### src/rtl/dm_arbiter_pkg.sv
// dm_arbiter_pkg: shared definitions for the data-memory port arbiter.
//   own_e       - owner state encoding (IDLE / OWN0 / OWN1)
//   mem_req_t   - one memory-port request (addr, byte enables, write data)
//   *_DEF       - default starvation / burst limits
//   sat_inc     - 4-bit saturating increment used by the arbiter counters
package dm_arbiter_pkg;

  typedef enum logic [1:0] {
    IDLE = 2'd0,
    OWN0 = 2'd1,
    OWN1 = 2'd2
  } own_e;

  typedef struct packed {
    logic [31:0] addr;
    logic [3:0]  byteen;
    logic [31:0] wdata;
  } mem_req_t;

  localparam int MAX_WAIT_DEF  = 4;
  localparam int MAX_BURST_DEF = 8;

  function automatic logic [3:0] sat_inc(input logic [3:0] v);
    return (v == 4'hF) ? v : v + 4'd1;
  endfunction

endpackage

### src/rtl/dm_arbiter_port_mux.sv
// arb_port_mux: combinational owner-select for the shared memory port.
//   own        - current owner from the arbiter FSM
//   m0_*/m1_*  - requester valid + request payload
//   mem_rdata  - asynchronous read data from memory
//   mx_gnt     - beat accepted this cycle (owner with req high)
//   mx_rdata   - mem_rdata routed to the granted master, 0 otherwise
//   mem_rq     - payload presented to memory; all-zero when nobody is granted,
//                so a non-owner can never write
module arb_port_mux
  import dm_arbiter_pkg::*;
(
  input  own_e        own,
  input  logic        m0_req,
  input  mem_req_t    m0_rq,
  input  logic        m1_req,
  input  mem_req_t    m1_rq,
  input  logic [31:0] mem_rdata,
  output logic        m0_gnt,
  output logic        m1_gnt,
  output logic [31:0] m0_rdata,
  output logic [31:0] m1_rdata,
  output mem_req_t    mem_rq
);

  assign m0_gnt   = (own == OWN0) & m0_req;
  assign m1_gnt   = (own == OWN1) & m1_req;
  assign m0_rdata = m0_gnt ? mem_rdata : 32'h0;
  assign m1_rdata = m1_gnt ? mem_rdata : 32'h0;

  always_comb begin
    mem_rq = '0;
    if (m0_gnt)      mem_rq = m0_rq;
    else if (m1_gnt) mem_rq = m1_rq;
  end

endmodule

### src/rtl/dm_arbiter.sv
// dm_arbiter: shares the single data-memory port between the CPU M stage
// (master 0) and a DMA/peripheral engine (master 1).
//   clk, reset        - rising-edge clock, asynchronous active-high reset
//   m0_*              - CPU request/grant/read data; cpu_stall = m0_req & ~m0_gnt
//   m1_*              - master 1 request/grant/read data; m1_lock keeps the
//                       port for up to MAX_BURST consecutive beats
//   mem_*             - memory port (combinational read data)
// Build option: DM_ARB_RR_EN selects round-robin priority instead of fixed
// CPU priority with the MAX_WAIT starvation escape.
// Ownership takes effect the cycle after the request is seen; an owner with
// its request held gets a beat every cycle.
module dm_arbiter
  import dm_arbiter_pkg::*;
#(
  parameter int MAX_WAIT  = MAX_WAIT_DEF,
  parameter int MAX_BURST = MAX_BURST_DEF
) (
  input  logic        clk,
  input  logic        reset,
  input  logic        m0_req,
  input  logic [31:0] m0_addr,
  input  logic [3:0]  m0_byteen,
  input  logic [31:0] m0_wdata,
  output logic        m0_gnt,
  output logic [31:0] m0_rdata,
  output logic        cpu_stall,
  input  logic        m1_req,
  input  logic [31:0] m1_addr,
  input  logic [3:0]  m1_byteen,
  input  logic [31:0] m1_wdata,
  input  logic        m1_lock,
  output logic        m1_gnt,
  output logic [31:0] m1_rdata,
  output logic [31:0] mem_addr,
  output logic [3:0]  mem_byteen,
  output logic [31:0] mem_wdata,
  input  logic [31:0] mem_rdata
);

  localparam logic [3:0] WAIT_LIM  = 4'(MAX_WAIT);
  localparam logic [3:0] BURST_LIM = 4'(MAX_BURST - 1);

  own_e       own, own_nxt;
  logic [3:0] wait_cnt, burst_cnt;
  logic       burst_hold, pick1;
  mem_req_t   m0_rq, m1_rq, mem_rq;

  assign m0_rq = '{addr: m0_addr, byteen: m0_byteen, wdata: m0_wdata};
  assign m1_rq = '{addr: m1_addr, byteen: m1_byteen, wdata: m1_wdata};

  arb_port_mux u_mux (
    .own      (own),
    .m0_req   (m0_req),
    .m0_rq    (m0_rq),
    .m1_req   (m1_req),
    .m1_rq    (m1_rq),
    .mem_rdata(mem_rdata),
    .m0_gnt   (m0_gnt),
    .m1_gnt   (m1_gnt),
    .m0_rdata (m0_rdata),
    .m1_rdata (m1_rdata),
    .mem_rq   (mem_rq)
  );

  assign mem_addr   = mem_rq.addr;
  assign mem_byteen = mem_rq.byteen;
  assign mem_wdata  = mem_rq.wdata;
  assign cpu_stall  = m0_req & ~m0_gnt;

`ifdef DM_ARB_RR_EN
  // last_m1: master 1 took the most recent beat. Resets to 1 so the CPU
  // wins the very first contention.
  logic last_m1, last_m1_eff;
  assign last_m1_eff = m0_gnt ? 1'b0 : (m1_gnt ? 1'b1 : last_m1);
  assign pick1       = ~last_m1_eff;
`else
  // A master 1 being granted this cycle is no longer waiting, so its stale
  // count must not keep the port away from the CPU next cycle.
  assign pick1 = (wait_cnt >= WAIT_LIM) & ~m1_gnt;
`endif

  always_comb begin
    own_nxt    = IDLE;
    burst_hold = (own == OWN1) & m1_lock & (burst_cnt < BURST_LIM);
    unique case ({m0_req, m1_req})
      2'b10:   own_nxt = OWN0;
      2'b01:   own_nxt = OWN1;
      2'b11:   own_nxt = (burst_hold | pick1) ? OWN1 : OWN0;
      default: own_nxt = IDLE;
    endcase
  end

  always_ff @(posedge clk or posedge reset) begin
    if (reset) begin
      own       <= IDLE;
      wait_cnt  <= 4'd0;
      burst_cnt <= 4'd0;
    end else begin
      own <= own_nxt;
`ifdef DM_ARB_RR_EN
      wait_cnt <= 4'd0;
`else
      wait_cnt <= (m1_req & ~m1_gnt) ? sat_inc(wait_cnt) : 4'd0;
`endif
      if (own_nxt != OWN1) burst_cnt <= 4'd0;
      else if (m1_gnt)     burst_cnt <= sat_inc(burst_cnt);
    end
  end

`ifdef DM_ARB_RR_EN
  always_ff @(posedge clk or posedge reset) begin
    if (reset) last_m1 <= 1'b1;
    else       last_m1 <= last_m1_eff;
  end
`endif

endmodule
### config.mk
export PLATFORM = sky130hd
export DESIGN_NAME = dm_arbiter
export DESIGN_NICKNAME = d
export VERILOG_FILES = /design/src/rtl/dm_arbiter_pkg.sv /design/src/rtl/dm_arbiter_port_mux.sv /design/src/rtl/dm_arbiter.sv
export SDC_FILE = /design/constraint.sdc
export NUM_CORES = 1
export LEC_CHECK = 0
export ABC_AREA = 1
export BUFFER_PORTS_ARGS = -buffer_cell sky130_fd_sc_hd__buf_2
export CAP_MARGIN = 40
export CORE_AREA = 2 2 119 121
export DETAILED_ROUTE_END_ITERATION = 7
export DIE_AREA = 0 0 121 123
export SYNTH_ARGS = -nofsm -noshare
export SYNTH_HDL_FRONTEND = slang
export SYNTH_SLANG_ARGS = --single-unit
### constraint.sdc
create_clock -name clk -period 1.37 [get_ports clk]
set_input_delay 0.137 -clock clk [delete_from_list [all_inputs] [get_ports clk]]
set_output_delay 0.137 -clock clk [all_outputs]
set_load 0.02 [all_outputs]
==> results by group <==
Global route
  • First-pass GRT wire length: 17,100 um
  • Total GRT Usage: between 10 and 15%
  • Largest net degree at the start of global routing: 35
  • Initial antenna violation count: 0
  • Vias in the first global route: 3,015
  • GRT Residual Overflow: 0

STA
  • Final period util: 123%
  • Slew margin rel.: 74.1%
  • Max Freq: 0.596 GHz
  • Setup TNS: -31.22 ns
  • Clk_skew: about 0.0022 ns
  • Max Slew Vio Count: 0
  • Setup Viol. Count Final: 139
  • Final period demand of the worst path: roughly 1.7 ns
  • Final Hold Viols: 0
  • Hold slack: 0.217 ns
  • Post-route worst setup slack: -0.309 ns
  • Unrepaired setup endpoints after global routing: yes
  • Least-Margin Pin Slew: 0.389 ns

Synth
  • Synth cell types: 21
  • Top-count cell post-synth: nor2_1
  • Yosys warns: 0
  • Ranking of synthesized cells by area: a22o_1 (36%), nor2_1 (16%), dfrtp_1 (15%), inv_1 (10%), nand2_1 (4.7%)
  • Ys flop type: dfrtp_1
  • Post-synth ARST share: 100%
  • Mean Syn Cell Area: about 6.3 um2
  • Yosys reg bits: 10
  • Area leader, netlist: a22o_1
  • Mapped Nets: 441
  • Synth top cells by count: nor2_1 (72), a22o_1 (68), inv_1 (46)
  • Synth Instances: 266
  • Seq/Total Area, Yosys: between 10% and 20%
  • Netlist Area Pre-Place: 1670 um2
  • EDFF count, synth: 0
  • Post-synth top area share: 35.6%

Worst setup path
  • Cells along the critical path: buf_4, nand3_4, inv_8, clkbuf_16, a22o_4, buf_2
  • R2R cell count: 12
  • Critical path's largest stage delay: 0.39 ns
  • Crit path max fanout: 7
  • CP arrival: between 1.5 and 2 ns
  • Crit start category: flop
  • Kind of critical path: reg -> out
  • Slowest cell on crit path: dfrtp_1
  • CP Capture Type: output port
  • Required @ worst endpoint: 1.23 ns

Cells and area
  • Register area: 250 um2
  • Multi-input combinational cell area: 1190 um2
  • Proportion of layout cells with a drive suffix above 1: 62.5%
  • Nets: around 770
  • # diodes: 0
  • Filler cells: 1,473
  • Layout area overhead: 161%

Power
  • VDD IR max: 0.000616 V
  • Power Dens Cells: 521 nW/um2
  • Leak pwr: 0.00265 uW

Placed design
  • HPWL after DPL: ~8700 um
  • GP Congestion: 0.802
  • Number of port buffers: between 300 and 400

CTS
  • Num CTS Buffers: 3
  • CTS tree: done
  • Root Buffer: clkbuf_16
  • H-tree Lvls: 1
  • CTS max path bufs: 2
  • Clock tree sinks: 10
  • Clock transition at path regs: around 0.04 ns
  • Clock Latency Late Sink: 0.24 ns

Drt
  • Drt first pass iters: 5
  • Via density: 4.18
  • Final wirelength: ~13,000 um
  • Routed Antenna Nets: 0
  • Starting DRT DRC Count: 212
  • Wire per inst: 17.1 um
  • Detailed-route DRC error count: 0
  • Via Count: 3,215

Die
  • Die ar.: 14,900 um2
  • Total core area: 13,600 um2
  • Die height: 123 um
  • Initial Utilization: between 10% and 20%
  • # IOs: 308
  • Die width: 121 um
  • Row count: 43

Min path
  • Hold path depth: 3
  • Min-delay worst type: in -> reg

Status
  • Status: complete, but fails checks
  • Failing checks: negative setup slack

Run
  • Max_cap viols: 0
-- through the flow --
step	instance area [um2]	setup slack [ns]	total power, uW	instances	utilization, %
2_1_floorplan	1670	0.0638	873	266	-
3_3_place_gp	3450	-0.111	1390	747	25.4
3_5_place_dp	3450	-0.114	1390	747	25.4
4_1_cts	4160	-0.337	2210	763	30.6
5_1_grt	4370	-0.393	2390	769	32.1
6_report	4370	-0.309	2280	769	32.1
-- per-layer routing --
metal  wire [um]  GRT usage (%)  share of wire, %
met1        5160           18.8                39
met2        6630           26.5                50
met3        1300           3.27               9.9
met4          88           1.96              0.67
met5           0              0                 0
-- layout by cell type (no fill, tap or decap), drive strengths merged --
master and instances:
clkbuf 8, o21a 1, nand4 1, ha 2
dlygate4sd3 1, dfrtp 10, o21ai 3, buf 335
nand2 22, inv 49, a21oi 3, nand3b 1
nor2 73, xor2 1, a22o 68, nand3 11
-- registers in the layout, summed over array words and instances, names as in the netlist --
name	cells
burst_cnt	4
wait_cnt	4
own	2
-- timing repair --
action                                  4_1_cts  5_1_grt
endpoints found under the setup margin      138      143
setup buffers                                 4        2
gates resized for setup                     138       27
gates cloned                                  7        5
pin swaps                                     4        4
hold endpoints to repair                     10        0
hold buffers                                  1        0
-- area by class of cell --
type                            instances  share of cell area [%]
Timing Repair Buffer                  340                    55.5
Inverter                               49                    4.38
Multi-Input combinational cell        186                    27.2
Clock buffer                            4                    2.03
Sequential cell                        10                    5.73
Tap cell                              180                    5.15
-- power breakdown --
part	internal, uW	total, uW	switching [uW]
sequential	309	320	11.4
clock	439	581	141
combinational	667	1380	709
-- logic make-up (layout without fill, tap and decap cells) --
family | count (synthesis) | count (layout) | share of synthesized area [%]
compound gates | 75 | 75 | 37.8
xor+xnor | 1 | 1 | 0.524
fa+ha+maj | 2 | 2 | 1.50
buf+inv | 70 | 393 | 18.8
flops | 10 | 10 | 15.0
simple gates | 108 | 108 | 26.3
-- critical path: cells and delay by family (launching register included) --
| kind | cells | cell delay [ns] |
|---|---|---|
| compound gates | 1 | 0.23 |
| buf+inv | 4 | 0.56 |
| flops | 1 | 0.39 |
| simple gates | 1 | 0.11 |
-- worst paths after layout --
kind	slack, ns	to	start
setup / recovery	-0.31	mem_wdata[3]	own[0]$_DFF_PP0_
hold / removal	0.22	own[0]$_DFF_PP0_	m0_req
setup reg to reg	-0.14	burst_cnt[0]$_DFFE_PP0P_	own[0]$_DFF_PP0_
hold reg to reg	0.55	wait_cnt[1]$_DFFE_PP0P_	wait_cnt[1]$_DFFE_PP0P_
max in group asynchronous	0.67	burst_cnt[1]$_DFFE_PP0P_	reset
min in group asynchronous	0.42	wait_cnt[2]$_DFFE_PP0P_	reset
Power figures use the tool's default switching activity.
